### src/rtl/fetch_sequencer.sv
// fetch_sequencer: single-outstanding instruction fetch controller.
// Issues fetch addresses, tracks one in-flight request and buffers one word
// for the decoder. Redirects flush the buffer and kill a stale response.
module fetch_sequencer #(
    parameter logic [31:0] RESET_PC = 32'h0000_0000,
    parameter logic [31:0] NOP_INST = 32'h0000_0013
) (
    input  logic        clk,
    input  logic        rst_n,
    output logic        imem_req,
    output logic [31:0] imem_addr,
    input  logic        imem_gnt,
    input  logic        imem_rvalid,
    input  logic [31:0] imem_rdata,
    input  logic        redirect_valid,
    input  logic [31:0] redirect_pc,
    input  logic        stall_req,
    output logic [31:0] instruction,
    output logic [31:0] inst_pc,
    output logic        inst_valid,
    output logic        busy
);

    typedef enum logic [1:0] {
        IDLE = 2'd0,
        REQ  = 2'd1,
        WAIT = 2'd2
    } state_t;

    state_t      state;
    logic [31:0] pc;
    logic [31:0] req_addr;
    logic [31:0] buf_inst;
    logic [31:0] buf_pc;
    logic        buf_valid;
    logic        kill;

    logic        consume;
    logic        hold;
    logic        grant;
    logic        outstanding;

    // A held (stalled) word blocks new requests so a response can never
    // land on top of a word the decoder has not taken yet.
    assign consume     = buf_valid && !stall_req;
    assign hold        = buf_valid && stall_req;
    assign imem_req    = (state == REQ) && !hold;
    assign grant       = imem_req && imem_gnt;
    assign imem_addr   = pc;

    // A request is still owed a response after this edge: granted now, or
    // waiting and the data has not shown up this cycle.
    assign outstanding = grant || ((state == WAIT) && !imem_rvalid);

    // Decoder-facing view of the buffer; busy is a straight pass-through.
    assign instruction = buf_valid ? buf_inst : NOP_INST;
    assign inst_valid  = buf_valid;
    assign inst_pc     = buf_pc;
    assign busy        = stall_req;

    // FSM, fetch pointer, buffer and kill flag; redirect is applied last so
    // it overrides consume, response and grant effects on the same edge.
    always_ff @(posedge clk or negedge rst_n) begin
        if (!rst_n) begin
            state     <= IDLE;
            pc        <= RESET_PC;
            req_addr  <= RESET_PC;
            buf_inst  <= NOP_INST;
            buf_pc    <= RESET_PC;
            buf_valid <= 1'b0;
            kill      <= 1'b0;
        end else begin
            if (consume) begin
                buf_valid <= 1'b0;
            end

            case (state)
                IDLE: begin
                    state <= REQ;
                end
                REQ: begin
                    if (grant) begin
                        req_addr <= pc;
                        pc       <= pc + 32'd4;
                        state    <= WAIT;
                    end
                end
                WAIT: begin
                    if (imem_rvalid) begin
                        kill  <= 1'b0;
                        state <= REQ;
                        if (!kill && !redirect_valid) begin
                            buf_inst  <= imem_rdata;
                            buf_pc    <= req_addr;
                            buf_valid <= 1'b1;
                        end
                    end
                end
                default: begin
                    state <= IDLE;
                end
            endcase

            if (redirect_valid) begin
                buf_valid <= 1'b0;
                pc        <= redirect_pc & 32'hFFFF_FFFC;
                if (outstanding) begin
                    kill  <= 1'b1;
                    state <= WAIT;
                end else begin
                    kill  <= 1'b0;
                    state <= REQ;
                end
            end
        end
    end

endmodule

### config.mk
export PLATFORM = sky130hd
export DESIGN_NAME = fetch_sequencer
export DESIGN_NICKNAME = d
export VERILOG_FILES = /design/src/rtl/fetch_sequencer.sv
export SDC_FILE = /design/constraint.sdc
export NUM_CORES = 1
export LEC_CHECK = 0
export CORE_MARGIN = 2
export CORE_UTILIZATION = 51
export CTS_BUF_LIST = sky130_fd_sc_hd__clkbuf_4 sky130_fd_sc_hd__clkbuf_8 sky130_fd_sc_hd__clkbuf_16
export DETAILED_ROUTE_END_ITERATION = 7
export PLACE_DENSITY_LB_ADDON = 0.2
export SETUP_SLACK_MARGIN = 0.02
export SYNTH_ARGS = -nofsm -noshare
export SYNTH_HDL_FRONTEND = slang
export SYNTH_SLANG_ARGS = --single-unit
### constraint.sdc
create_clock -name clk -period 3.9 [get_ports clk]
set_clock_uncertainty 0.2 [all_clocks]
set_input_delay 0.39 -clock clk [delete_from_list [all_inputs] [get_ports clk]]
set_output_delay 0.39 -clock clk [all_outputs]
set_load 0.005 [all_outputs]
==> results.yml <==
cells_and_area:
  instances_no_fill: 766
  fin_area_sq_um: 7906
  layout_commonest_cell: "clkdlybuf4s50_1"
  syn_to_layout_area_delta_pct: 41.18
  num_antenna_cells: 0
  layout-drive-gt1-share_pct: 23.00
  num-nets-final: 684
  layout_common_cells: "clkdlybuf4s50_1 (160), dfrtp_1 (123), mux2_2 (90)"
  layout.core_utilization_pct: 73.26
  fill_cells: 759
grt:
  grt_use_total_pct: 21.86
  grt_pass1_wl_um: 19690
  initial_antenna_violation_count: 0
  grt_remaining_overflow: 0
  via_count_of_the_first_global_routing_pass: 4078
  largest_net_degree_at_the_start_of_global_routing: 71
synth:
  synth_sequential_area_ratio_pct: 56.37
  synthDistinctLibCells: 39
  syn_inst: 451
  syn_area_sq_um: 5600
  syn-mean-instance-area_sq_um: 12.42
  synthFlopType: "dfrtp_1"
  ys_ff_latch: 126
  synth-edff-count: 0
  ys_async_sr_fraction_pct: 100.0
  synthesis.yosys.warnings: 0
place:
  buffers_added_on_ports: 162
  dp_hpwl_um: 8234
  finalWeightedCongestion: 0.7735
  dp.cells: 732
  placed_cell_area_sq_um: 7302
timing:
  slew_headroom_pct: 35.11
  report.final.setup_viol: 0
  slew_viols_final: 0
  min_period_over_period_pct: 72.58
  timing.final.crit_period_ns: 2.831
  timing_worst_slew_pin_value_ns: 0.9699
  report.final.hold_viol_count: 0
  final_total_negative_setup_slack_ns: 0
  achievable-frequency_mhz: 353.3
  final.hold.worst_slack_ns: 0.2315
  rsz0062_at_grt: "no"
setup_path:
  reg2reg_slack_ns: 1.26
  critical_path.slowest_cell: "clkdlybuf4s50_1"
  cp-start-kind: "register"
  cell_by_cell_listing_of_the_critical_path: "buf_4 > nand2_1 > and2_0 > clkdlybuf4s50_1"
  worst_ep_required_time_ns: 3.31
  crit_path_end_kind: "primary output"
  critical_path.max_stage_delay_ns: 0.58
  critical_path_class: "register to primary output"
  cp.arrival_ns: 2.24
  worst_path_maximum_fanout: 34
floorplanning:
  die_y_um: 108.8
  area_of_the_die_sq_um: 11840
  row_count: 38
  die_x_um: 108.8
  floorplan.initialDensity_pct: 51.89
  ios: 169
  core-area_sq_um: 10790
detailed_routing:
  num_vias: 3937
  wl_per_cell_um: 16.07
  detail_routed_via_count_per_cell: 5.140
  final_antenna_net_count: 0
  drt_first_iter_violations: 156
  drt_first_pass_iters: 4
  drc: 0
  route.final.wire_length_um: 12310
clock_tree:
  worstSkewPairLatency_ns: 0.51
  post_cts_resized: 0
  cts_tree: "done"
  cts.clk_slew.worst_paths_ns: 0.05
  cts-root-to-sink-buffers: 2
  cts-htree-levels: 4
  numCtsBuffers: 17
  cts.sinks: 126
  clock-root-buffer: "clkbuf_8"
pwr:
  power_leakage_uw: 0.003408
  power-per-cell-area_nw_per_um2: 591.4
  irDropWorstVdd_mv: 0.3186
worst_hold_path:
  timing.hold.worst.class: "primary input to register"
flow_run:
  maxCapViolCount: 0
run_status:
  outcome: "finished clean"
==> worst paths after layout <==
kind | start | to | depth (start not counted)
min in group asynchronous | rst_n | buf_inst[26] | 2
worst min register to register | state[0] | state[0] | 1
max in group asynchronous | rst_n | buf_inst[0] | 3
worst max-delay path | inst_valid | imem_req | 4
worst max register to register | inst_valid | req_addr[30] | 5
worst min-delay path | redirect_pc[21] | imem_addr[21] | 3
==> critical path: cells and delay by family, from the launching register on <==
| kind | cells | cell delay, ns |
|---|---|---|
| flops | 1 | 0.35 |
| simple gates | 2 | 0.59 |
| buf+inv | 2 | 0.79 |
==> cell families (layout without fill, tap and decap cells) <==
family / count (synthesis) / count (layout) / share of synthesized area [%]
flops: 126 / 126 / 56.37
fa+ha+maj: 1 / 1 / 0.2234
xor+xnor: 29 / 29 / 4.535
other cells: 1 / 4 / 0.06696
mux: 91 / 91 / 18.28
simple gates: 134 / 134 / 14.08
buf+inv: 32 / 204 / 3.016
compound gates: 37 / 37 / 3.440
==> routing by layer <==
layer	part of all wire [%]	GRT usage, %
met2	48	36.43
met3	7.1	6.754
met4	1.8	8.791
met5	0	0
met1	43	26.52
==> metrics by stage <==
stage | worst slack (ns) | power, uW
2_1_floorplan | 2.007 | 2607
3_3_place_gp | 1.109 | 3111
3_5_place_dp | 1.034 | 3186
4_1_cts | 1.046 | 4729
5_1_grt | 0.9071 | 4938
6_report | 1.069 | 4676
==> area by class of cell <==
cell class                 count  area [sq um]  area share [%]
timing repair buffer         168          1677           21.21
clock inverter                 7         85.08           1.076
sequential                   126          3157           39.93
tap                          140         175.2           2.216
multi-input combinational    296          2298           29.07
inverter                       4         15.01          0.1899
clock buffer                  25         499.2           6.314
==> flip-flops by register name, indices dropped and copies added (netlist names) <==
signal and cells:
buf_inst 32, imem_addr 30, inst_pc 30, req_addr 30, state 2, inst_valid 1, kill 1
==> synth_stat cells (3+ instances only) <==
library cell	count	share of area [%]
xnor2_1	24	3.8
clkbuf_1	10	0.67
mux2_2	90	18
o21ai_1	7	0.63
and3_1	4	0.45
nand2b_1	4	0.45
nand3_1	9	0.80
dfrtp_1	123	55
nor4_2	5	1.1
nor3_1	8	0.71
nand4_1	5	0.56
inv_1	4	0.27
o21ai_0	27	2.4
nor2_1	9	0.60
buf_2	9	0.80
buf_4	8	1.1
nor4_1	3	0.34
and2_1	31	3.5
dfstp_2	3	1.4
and4_1	3	0.47
xor2_1	5	0.78
nand2_1	43	2.9
==> repair_timing <==
item	4_1_cts	5_1_grt
hold buffers	2	0
hold endpoints to repair	70	0
buffers inserted	0	0
==> report_power, final <==
| part | total (uW) | internal [uW] | switching, uW | leakage [uW] |
|---|---|---|---|---|
| Clock | 1520 | 999 | 525 | 0.000299 |
| Sequential | 2020 | 1780 | 243 | 0.00159 |
| Combinational | 1130 | 738 | 392 | 0.00152 |
| Total | 4680 | 3520 | 1160 | 0.00341 |
No activity file was read; power rests on OpenSTA's default activity.
